## config.mk

```make
export PLATFORM = sky130hd
export DESIGN_NAME = serial_negate_unit
export DESIGN_NICKNAME = d
export VERILOG_FILES = /design/src/rtl/serial_negate_unit_pkg.sv /design/src/rtl/serial_negate_unit_neg_bit_cell.sv /design/src/rtl/serial_negate_unit.sv
export SDC_FILE = /design/constraint.sdc
export NUM_CORES = 1
export LEC_CHECK = 0
export CAP_MARGIN = 20
export CORE_AREA = 8 8 53 55
export CTS_BUF_LIST = sky130_fd_sc_hd__clkbuf_8
export CTS_CLUSTER_SIZE = 24
export DETAILED_ROUTE_END_ITERATION = 8
export DIE_AREA = 0 0 61 63
export PLACE_DENSITY = 0.74
export SYNTH_ARGS = -nofsm -noshare
export SYNTH_HDL_FRONTEND = slang
export SYNTH_SLANG_ARGS = --single-unit
```

## constraint.sdc

```tcl
create_clock -name clk -period 1.5 [get_ports clk]
set_input_delay 0.225 -clock clk [delete_from_list [all_inputs] [get_ports clk]]
set_output_delay 0.225 -clock clk [all_outputs]
set_load 0.01 [all_outputs]
```

## src/rtl/serial_negate_unit_pkg.sv

```systemverilog
// Shared opcode, state and sizing definitions for the serial negate unit.
// No logic of its own; constants and a width helper only.
// Nothing here carries state or handshakes.
package serial_negate_unit_pkg;

    localparam logic OP_NOT = 1'b0;
    localparam logic OP_NEG = 1'b1;

    // 2'd3 is unreachable; the FSM treats it as IDLE.
    typedef enum logic [1:0] {
        S_IDLE = 2'd0,
        S_RUN  = 2'd1,
        S_DONE = 2'd2
    } state_t;

    // Bit counter width: enough to count to n-1, never less than one bit.
    function automatic int cnt_width(input int n);
        return (n > 1) ? $clog2(n) : 1;
    endfunction

endpackage

```

## src/rtl/serial_negate_unit_neg_bit_cell.sv

```systemverilog
// Single invert/half-add cell: r = ~b ^ cin, cout = ~b & cin.
// Purely combinational, zero latency.
// No handshakes; the owning FSM decides when its outputs are captured.
module neg_bit_cell (
    input  logic b,
    input  logic cin,
    output logic r,
    output logic cout
);

    logic nb;

    not g_inv (nb, b);
    xor g_sum (r, nb, cin);
    and g_cry (cout, nb, cin);

endmodule

```

## src/rtl/serial_negate_unit.sv

```systemverilog
// Bit-serial NOT / two's-complement negate of a size-bit operand, LSB first.
// Latency: result valid size+1 edges after accept; one operand per size+2 cycles.
// Backpressure: result and overflow hold in DONE until out_ready; in_ready only in IDLE.
module serial_negate_unit
    import serial_negate_unit_pkg::*;
#(
    parameter int size = 8
) (
    input  logic            clk,
    input  logic            rst_n,
    input  logic            in_valid,
    output logic            in_ready,
    input  logic            op,
    input  logic [size-1:0] in,
    output logic            out_valid,
    input  logic            out_ready,
    output logic [size-1:0] out,
    output logic            overflow
);

    localparam int            CW   = cnt_width(size);
    localparam logic [CW-1:0] LAST = CW'(size - 1);

    state_t          state;
    logic [size-1:0] sreg;
    logic [size-1:0] sreg_nxt;
    logic [CW-1:0]   cnt;
    logic            carry;
    logic            msb_in;
    logic            op_r;
    logic            r;
    logic            cout;

    // One shared cell processes the current LSB each RUN cycle.
    neg_bit_cell u_cell (
        .b    (sreg[0]),
        .cin  (carry),
        .r    (r),
        .cout (cout)
    );

    // Result bit enters at the MSB; a one-bit operand simply becomes the result bit.
    generate
        if (size == 1) begin : g_shift_1
            assign sreg_nxt = r;
        end else begin : g_shift_n
            assign sreg_nxt = {r, sreg[size-1:1]};
        end
    endgenerate

    // The shift register doubles as the result register.
    assign out = sreg;

    // Control FSM with datapath state; all outputs registered.
    always_ff @(posedge clk) begin
        if (!rst_n) begin
            state     <= S_IDLE;
            in_ready  <= 1'b1;
            out_valid <= 1'b0;
            overflow  <= 1'b0;
            sreg      <= '0;
            carry     <= 1'b0;
            cnt       <= '0;
            msb_in    <= 1'b0;
            op_r      <= OP_NOT;
        end else begin
            case (state)
                S_IDLE: begin
                    if (in_valid && in_ready) begin
                        sreg     <= in;
                        carry    <= op;
                        msb_in   <= in[size-1];
                        op_r     <= op;
                        cnt      <= '0;
                        in_ready <= 1'b0;
                        state    <= S_RUN;
                    end
                end
                S_RUN: begin
                    sreg  <= sreg_nxt;
                    carry <= cout;
                    cnt   <= cnt + CW'(1);
                    if (cnt == LAST) begin
                        // r is the final MSB; only the most-negative input keeps it set under NEG.
                        overflow  <= (op_r == OP_NEG) & msb_in & r;
                        out_valid <= 1'b1;
                        state     <= S_DONE;
                    end
                end
                S_DONE: begin
                    if (out_ready) begin
                        out_valid <= 1'b0;
                        overflow  <= 1'b0;
                        in_ready  <= 1'b1;
                        state     <= S_IDLE;
                    end
                end
                default: begin
                    out_valid <= 1'b0;
                    overflow  <= 1'b0;
                    in_ready  <= 1'b1;
                    state     <= S_IDLE;
                end
            endcase
        end
    end

endmodule

```

# Word-level counts from Yosys, hierarchy flattened
# Index checks and enable logic that the tools add are counted.
# word_totals
ff_bits	19
in_bits	13
output_inout_bits	11
word_cells	49
# op_classes
addsub	1
eq_ne	6
n_mux	18
n_bitwise	7
reduce_logical	8
# ops
cell	n
one-hot mux 8 bit (2 select lines)	1
one-hot mux 1 bit (3 select lines)	3
AND reduction 3 bit	3
2-to-1 mux 8 bit	1
2-to-1 mux 1 bit	6
2-to-1 mux 2 bit	3
!= test 2 bit, second input constant	3
one-hot mux 2 bit (3 select lines)	1
one-hot mux 3 bit (2 select lines)	1
AND reduction 2 bit	2
adder 3 x 1 -> 3 bit, second input constant	1
AND 1 bit	3
== test 3 bit, second input constant	1
2-to-1 mux 3 bit	1
NOT 1 bit	3
== test 2 x 1 -> 1 bit, second input constant	1
== test 2 bit, second input constant	1
logical NOT 2 bit	1
one-hot mux 1 bit (2 select lines)	1
nonzero test 2 bit	1
logical AND 1 bit	1
XOR 1 bit	1

# Depth between registers and ports, before layout
# Gate-level depths: netlist of run 1.
# depth
word_depth	5
depth_mapped	5
depth_no_buf	5

# Hierarchy
# From an unflattened synthesis of run 1, not the netlist that was laid out.
# unflattened
hier_cells	98
hier_area_um2	840.8
# modules_own_cells
module	instances	cells_each	area_per_inst_um2	seq_area_each_um2
serial_negate_unit	1	96	824.5	380.4
neg_bit_cell	1	2	16.3	0.0

# Worst setup path before layout of run 1
# No wires, ideal clock.
# synth_timing
path_kind	register -> register
from	register sreg[0], in the netlist out[0]
to	register overflow
setup_time_ns	0.072
t_arrival_ns	1.087
t_required_ns	1.428
slack_ns	0.341
stages_incl_launch_ff	6
path_buffers	0
synth_period_minus_slack_ns	1.159
path_cell_list	dfxtp_1 -> inv_1 -> ha_1 -> nand3b_1 -> or3_1 -> mux2i_1
# synth_via
elab_chain_cells	5
# synth_rtl
item	line	text
from (decl)	serial_negate_unit.sv:25	logic [size-1:0] sreg;
from (signal assigned)	serial_negate_unit.sv:70	sreg <= in;
from (signal assigned)	serial_negate_unit.sv:80	sreg <= sreg_nxt;
NOT 1 bit	serial_negate_unit_neg_bit_cell.sv:13	not g_inv (nb, b);
XOR 1 bit	serial_negate_unit_neg_bit_cell.sv:14	xor g_sum (r, nb, cin);
AND 1 bit	serial_negate_unit.sv:85	overflow <= (op_r == OP_NEG) & msb_in & r;
2-to-1 mux 1 bit	serial_negate_unit.sv:83	if (cnt == LAST) begin
one-hot mux 1 bit (3 select lines)	serial_negate_unit.sv:67	case (state)
to (signal assigned)	serial_negate_unit.sv:85	
to (decl)	serial_negate_unit.sv:18	output logic overflow
# No other way between the ends. The select of a mux whose other input is x is not followed.
# A chain may end at the register's enable or synchronous reset.

# Worst setup path in the final report of run 1
# layout_timing
from	register sreg[3], in the netlist out[3]
to	output out[3]
# layout_rtl
item	line	text
to (decl)	serial_negate_unit.sv:17	output logic [size-1:0] out,
# No word-level cell between the ends.

==> results of run 1 <==
## area by class of cell
type | instances | area, sq um | share of cell area
Clock buffer | 3 | 41.3 | 0.0351
Clock inverter | 1 | 5.00 | 0.00426
Inverter | 9 | 33.8 | 0.0287
Multi-Input combinational cell | 66 | 403 | 0.343
Sequential cell | 19 | 380 | 0.323
Tap cell | 28 | 35.0 | 0.0298
Timing Repair Buffer | 29 | 278 | 0.236
## state kept, by name, indices dropped and copies added (netlist names)
| register | cells |
|---|---|
| msb_in | 1 |
| in_ready | 1 |
| op_r | 1 |
| carry | 1 |
| overflow | 1 |
| out | 8 |
| out_valid | 1 |
| state | 2 |
| cnt | 3 |
## path summary, 6_finish.rpt
check	startpoint	end	slack [ns]	depth (start not counted)
max	out[3]	out[3]	0.1	1
min	out_valid	out_valid	0.46	2
max reg2reg	out[0]	overflow	0.22	5
min reg2reg	out_valid	out_valid	0.46	2
## routing by layer
layer	vias to the layer above	track usage	routed length, um
met5	-	0	0
met2	16	0.171	965
li1	400	-	-
met1	381	0.114	866
met4	0	0.0612	51
met3	6	0.0288	89
## layout by cell type (no fill, tap or decap), types with 2 or more instances in the layout
cell type,instances
nand3_1,2
dfxtp_1,19
o221ai_1,7
o21ai_0,5
nor2_1,8
inv_1,8
clkbuf_8,3
a21oi_1,14
mux2i_1,2
nand2b_1,3
ha_1,3
clkdlybuf4s50_1,22
nand2_1,10
buf_4,6
## cell families (layout without fill, tap and decap cells)
family          Yosys count  after routing
flops                    19             19
fa+ha+maj                 3              3
simple gates             31             31
mux                       3              3
compound gates           29             29
buf+inv                  15             42
## power groups by stage
stage               Clock (W)  Sequential [W]  Combinational, W
finish               0.000358        0.000575          0.000237
global route         0.000375        0.000579          0.000261
CTS                  0.000367        0.000575          0.000241
detailed placement          0        0.000586          0.000239
global placement            0        0.000585          0.000234
floorplan                   0        0.000591          0.000108
## repair_timing
action	4_1_cts	5_1_grt
setup endpoints to repair	0	1
hold buffers	0	0
gates resized for setup	0	1
## through the flow
step	instance area [sq um]	power, W	util	hold slack [ns]
after floorplan	847	0.000699	-	0.363
after global placement	1130	0.000820	0.546	0.444
after detailed placement	1130	0.000825	0.546	0.452
after CTS	1170	0.00118	0.569	0.463
after global routing	1180	0.00122	0.570	0.486
final	1180	0.00117	0.570	0.459
==> results.tsv, run 1 <==
stage	metric	value	unit
min_path	worstHoldPathType	reg2reg	
sta	finalWorstSetupSlack	0.0982	ns
critical_path	critical_path.max_stage_delay	0.56	ns
logic_synthesis	netlist-cell-type-count	27	
place	placed_cells_incl_taps	151	
logic_synthesis	yosysTopAreaCell	dfxtp_1	
sta	tightestPinTransition	0.366	ns
detailed_routing	routed_via_density	5.18	
logic_synthesis	synth_most_common_cell	dfxtp_1	
logic_synthesis	synth_seq_area_share	0.449	
power_and_ir_drop	clkPwrFrac	0.306	
critical_path	worst-path-buf-inv	1	
logic_synthesis	post_synth_edffs	0	
global_route	grt_max_degree	16	
detailed_routing	first_iter_violations	21	
clock_tree	clockRootBuffer	clkbuf_8	
sta	finalCritPeriodShare	0.935	
layout	synthToLayoutAreaGrowth	38.8	%
logic_synthesis	synth_flop_cell	dfxtp_1	
floorplanning	start_util	0.411	
floorplanning	die-area	3840	sq um
logic_synthesis	synth-xor-area-share	0	
logic_synthesis	yosys-top-cells-count	19 x dfxtp_1, 14 x a21oi_1, 10 x nand2_1, 8 x inv_1, 8 x nor2_1	
power_and_ir_drop	power_per_cell_area	995	nW/um^2
sta	final-hold-violation-count	0	
clock_tree	clock_sink_count	19	
logic_synthesis	post_synth_arst_share	0	
sta	unrepaired_setup_endpoints_after_global_routing	false	
place	pre_cts_slack	-0.0355	ns
critical_path	critical_path.max_fanout	3	
clock_tree	clock_tree.buffer_depth	2	
detailed_routing	drc	0	
place	gp_congestion	0.743	
job	max_cap_viol_count	0	
logic_synthesis	synth.ff_latch_count	19	
sta	totalNegativeSetupSlack	0	ns
layout	drive_gt1_frac	0.102	
logic_synthesis	share_of_the_synthesized_area_in_compound_gates_ao_oa_aoi_oai	0.208	
power_and_ir_drop	cellInternalPower	0.000859	W
detailed_routing	route.vias.total	803	
logic_synthesis	post_synth_main_area_contributors	dfxtp_1 45%, a21oi_1 8.3%, o221ai_1 7.2%, ha_1 4.4%, nand2_1 4.4%	
place	detailedPlacementHpwl	1530	um
clock_tree	post-cts-setup-buffer-count	0	
sta	finClkSkew	0.000881	ns
global_route	first_global_vias	770	
detailed_routing	wirelength	1970	um
power_and_ir_drop	power.switching_fraction	0.266	
layout	antennaDiodeCount	0	
power_and_ir_drop	power.share.combinational	0.203	
sta	pins_over_their_slew_limit	0	
sta	max_freq	713	MHz
logic_synthesis	post_synth.cell_area_avg	8.47	sq um
clock_tree	worst_setup_hold_path_clk_slew	0.07	ns
power_and_ir_drop	net_switching_power	0.000311	W
floorplanning	row_count	17	
critical_path	cp-end-kind	primary output	
critical_path	critPathLaunchType	flop	
place	port-buffer-count	23	
critical_path	critical_path_class	reg2out	
sta	slew_headroom	0.756	
critical_path	worst_path_max_delay_cell	clkdlybuf4s50_1	
clock_tree	worstSkewPairLatency	0.26	ns
logic_synthesis	synth_top_family_by_area	compound AO/OA/AOI/OAI gates	
power_and_ir_drop	sequentialPowerShare	0.491	
layout	design.final.nets	144	
logic_synthesis	synth.yosys.warnings	0	
logic_synthesis	post_synth_inst_count	100	
global_route	grt_first_pass_wirelength	3160	um
power_and_ir_drop	cellLeakagePower	0.462	nW
run_status	outcome	complete, no violations	
layout	nFillCells	206	
logic_synthesis	synth-simple-area-share	0.186	
clock_tree	tritoncts.num_buffers	3	
floorplanning	area_of_the_placeable_core	2060	sq um
floorplanning	pin_count	24	
detailed_routing	wl_per_cell	12.7	um
critical_path	cp_data_required_time	1.27	ns
detailed_routing	drtAntennaViolNets	0	
clock_tree	cts_max_level	1	
logic_synthesis	synthAdderAreaFrac	0.0443	
logic_synthesis	post_synth_instance_area	847	sq um
critical_path	arrival	1.18	ns
critical_path	cp_top_family	buffers and inverters	
global_route	grt_antenna_before_repair	0	
global_route	groute.usage.overall	0.104	
layout	final-instance-count-excl-fill	155	
logic_synthesis	post_synth_mux_area_share	0.0369	
clock_tree	cts_tree	yes	
logic_synthesis	syn_nets	116	
logic_synthesis	synth.top_cell.area_share	0.449	
floorplanning	die_x	61	um
critical_path	crit_chain	clkdlybuf4s50_1	
detailed_routing	dr_pass1_iterations	4	
floorplanning	dieHeight	63	um
power_and_ir_drop	irDropWorstVdd	652	uV
global_route	grt_overflow_total	0	
sta	final-setup-viol-count	0	
sta	timing.final.crit_period	1.40	ns
Power figures use the tool's default switching activity.
==> run 2: changes to the inputs <==
--- a/config.mk
+++ b/config.mk
@@ -5,7 +5,6 @@
 export SDC_FILE = /design/constraint.sdc
 export NUM_CORES = 1
 export LEC_CHECK = 0
-export CAP_MARGIN = 20
 export CORE_AREA = 8 8 53 55
 export CTS_BUF_LIST = sky130_fd_sc_hd__clkbuf_8
 export CTS_CLUSTER_SIZE = 24
@@ -14,4 +13,5 @@
 export PLACE_DENSITY = 0.74
 export SYNTH_ARGS = -nofsm -noshare
 export SYNTH_HDL_FRONTEND = slang
+export SYNTH_HIERARCHICAL = 1
 export SYNTH_SLANG_ARGS = --single-unit
==> results.tsv, run 2 <==
stage	metric	value	unit	change
global_route	gr-usage-met1	0.117		+0.00352
global_route	grt_antenna_before_repair	0		unchanged
floorplanning	start_util	0.408		-0.00303
detailed_routing	route.vias.total	779		-3.0%
floorplanning	dieHeight	63	um	unchanged
layout	layout_commonest_cell	clkdlybuf4s50_1		
critical_path	critical_path.max_stage_delay	0.55	ns	about the same
clock_tree	clockRootBuffer	clkbuf_8		
critical_path	worstRegToRegCells	4		-1
layout	layout_common_cells	23 x clkdlybuf4s50_1, 18 x dfxtp_1, 11 x a21oi_1, 10 x inv_1, 9 x nand2_1		
layout	max_ffs_per_register	8		unchanged
floorplanning	row_count	17		unchanged
sta	final-setup-viol-count	0		unchanged
detailed_routing	routed_via_density	5.06		-2.4%
critical_path	critical_path_class	reg2out		
logic_synthesis	syn_nets	114		-1.7%
global_route	grt-busiest-layer	met2		
floorplanning	area_of_the_placeable_core	2060	sq um	unchanged
detailed_routing	drc	0		unchanged
place	area_after_detailed_placement	1120	sq um	-0.33%
place	port-buffer-count	23		unchanged
layout	drive_gt1_frac	0.111		+0.00875
clock_tree	post-cts-setup-buffer-count	0		unchanged
sta	pins_over_their_slew_limit	0		unchanged
run_status	outcome	complete, no violations		
critical_path	critical_path.max_fanout	6		+3
layout	design_area	1170	sq um	-0.43%
floorplanning	pin_count	24		unchanged
logic_synthesis	synth_flop_cell	dfxtp_1		
sta	totalNegativeSetupSlack	0	ns	unchanged
power_and_ir_drop	cellLeakagePower	0.455	nW	-1.7%
global_route	grt_overflow_total	0		unchanged
logic_synthesis	synth_most_common_cell	dfxtp_1		
min_path	worstHoldPathCells	2		unchanged
logic_synthesis	post_synth_main_area_contributors	dfxtp_1 45%, o221ai_1 7.3%, a21oi_1 6.5%, ha_1 4.5%, inv_1 4.5%		
layout	design.final.nets	143		-0.69%
clock_tree	clock_tree.buffer_depth	2		unchanged
detailed_routing	wl_per_cell	12.9	um	+1.2%
power_and_ir_drop	irDropWorstVdd	614	uV	-5.9%
global_route	groute.usage.overall	0.110		+0.00520
sta	max_freq	710	MHz	-0.53%
min_path	holdCritStartpoint	msb_in		
sta	finalHoldWorstSlack	0.455	ns	-0.00376 ns
clock_tree	cts_tree	yes		
layout	final-instance-count-excl-fill	154		-0.65%
critical_path	arrival	1.18	ns	about the same
logic_synthesis	synth.top_cell.area_share	0.452		+0.00334
floorplanning	die_x	61	um	unchanged
detailed_routing	drtAntennaViolNets	0		unchanged
detailed_routing	first_iter_violations	15		-29%
sta	slew_headroom	0.760		+0.00421
place	gp_congestion	0.876		+18%
logic_synthesis	yosysTopAreaCell	dfxtp_1		
clock_tree	tritoncts.num_buffers	3		unchanged
critical_path	worst_path_max_delay_cell	clkdlybuf4s50_1		
critical_path	cp_data_required_time	1.27	ns	about the same
min_path	worstHoldPathType	reg2reg		
sta	finClkSkew	0.00524	ns	+0.00436 ns
logic_synthesis	synth_seq_area_share	0.452		+0.00334
global_route	grt_max_degree	12		-4
logic_synthesis	synth.yosys.warnings	6		+6
clock_tree	worst_setup_hold_path_clk_slew	0.07	ns	about the same
logic_synthesis	post_synth.cell_area_avg	8.58	sq um	+1.3%
sta	tightestPinTransition	0.359	ns	-0.00631 ns
clock_tree	cts_hold_buffers	0		unchanged
global_route	grt_first_pass_wirelength	3310	um	+4.8%
layout	synthToLayoutAreaGrowth	39.3	%	
logic_synthesis	synth.ff_latch_count	19		unchanged
job	max_cap_viol_count	0		unchanged
detailed_routing	dr_pass1_iterations	4		unchanged
sta	final-hold-violation-count	0		unchanged
sta	unrepaired_setup_endpoints_after_global_routing	false		
logic_synthesis	post_synth_edffs	0		unchanged
layout	fin_util	0.568		-0.00243
clock_tree	cts_max_level	1		unchanged
clock_tree	cts-resized-gates	0		unchanged
place	placed_cells_incl_taps	150		-0.66%
critical_path	critPathLaunchType	flop		
sta	finalCritPeriodShare	0.940		+0.00501
critical_path	cp-end-kind	primary output		
critical_path	ff2ff_setup_slack	0.23	ns	about the same
logic_synthesis	netlist-cell-type-count	28		+3.7%
critical_path	worstReg2RegStart	state[0]		
global_route	first_global_vias	788		+2.3%
critical_path	worst-path-buf-inv	1		unchanged
place	detailedPlacementHpwl	1590	um	+4.1%
critical_path	cp_top_family	buffers and inverters		
global_route	met2_usage	0.188		+0.0172
clock_tree	worstSkewPairLatency	0.25	ns	about the same
logic_synthesis	yosys-top-cells-count	19 x dfxtp_1, 11 x a21oi_1, 10 x inv_1, 9 x nand2_1, 7 x o221ai_1		
critical_path	crit_chain	clkdlybuf4s50_1		
min_path	hold_worst_path_end	msb_in		
logic_synthesis	post_synth_inst_count	98		-2.0%
global_route	grt.met3_usage	0.0350		+0.00617
detailed_routing	wirelength	1980	um	+0.56%
sta	timing.final.crit_period	1.41	ns	+0.00752 ns
layout	antennaDiodeCount	0		unchanged
power_and_ir_drop	power_per_cell_area	1010	nW/um^2	+1.4%
clock_tree	clock_sink_count	19		unchanged
floorplanning	die-area	3840	sq um	unchanged
logic_synthesis	post_synth_instance_area	841	sq um	-0.74%
logic_synthesis	post_synth_arst_share	0		unchanged
critical_path	r2r_end	op_r		
run 2: worst reg2reg max path, stage by stage, from the launching register on:
cell and delay (ns):
dfxtp_1 0.51, nand4bb_1 0.22, buf_4 0.18, mux2i_1 0.20, nor2_1 0.05
run 2: how the worst max path moves through the flow:
stage,from,end,cells past startpoint
CTS,in_ready,in_ready,1
global route,out[0],out[0],1
floorplan,in_ready,carry,4
global placement,in_valid,carry,4
finish,in_ready,in_ready,1
detailed placement,in_valid,out[5],5
run 2: kinds of logic (layout without fill, tap and decap cells):
group,count (synthesis),after routing,synth area share
adders and majority gates,3,3,0.0446
and+or+nand+nor,28,28,0.164
buffers and inverters,17,45,0.0952
muxes,1,1,0.0119
AOI/OAI and AO/OA,30,30,0.232
DFF,19,19,0.452
run 2: metrics by stage:
| stage | power [W] | setup slack, ns |
|---|---|---|
| after floorplan | 0.000717 | 0.282 |
| after global placement | 0.000837 | 0.0106 |
| after detailed placement | 0.000844 | -0.00250 |
| after CTS | 0.00120 | 0.0101 |
| after global routing | 0.00125 | 0.0481 |
| final | 0.00118 | 0.0907 |
run 2: power by group:
part / internal (W) / switching [W] / leakage (nW)
registers: 0.000547 / 0.0000363 / 0.156
clock network: 0.000184 / 0.000167 / 0.0255
logic: 0.000140 / 0.000107 / 0.273
run 2: cell type report:
type	instances	area [sq um]
clock buffers	3	41.3
clock inverters	1	5.00
fillers	198	892
inverters	10	37.5
multi-input cells	62	380
flip-flops and latches	19	382
well taps	28	35.0
repair buffers	31	290
run 2: metal layers:
metal / share of wire / wire, um
met2: 0.47 / 933
met4: 0.0096 / 19
met3: 0.084 / 166
met5: 0 / 0
met1: 0.44 / 865
==> run 3: changes to the inputs <==
--- a/config.mk
+++ b/config.mk
@@ -5,8 +5,10 @@
 export SDC_FILE = /design/constraint.sdc
 export NUM_CORES = 1
 export LEC_CHECK = 0
+export CAP_MARGIN = 20
 export CORE_AREA = 8 8 53 55
 export CTS_BUF_LIST = sky130_fd_sc_hd__clkbuf_8
+export CTS_CLUSTER_DIAMETER = 60
 export CTS_CLUSTER_SIZE = 24
 export DETAILED_ROUTE_END_ITERATION = 8
 export DIE_AREA = 0 0 61 63
==> results of run 3 <==
The final DEF is identical to that of run 2; final timing and power are the same.
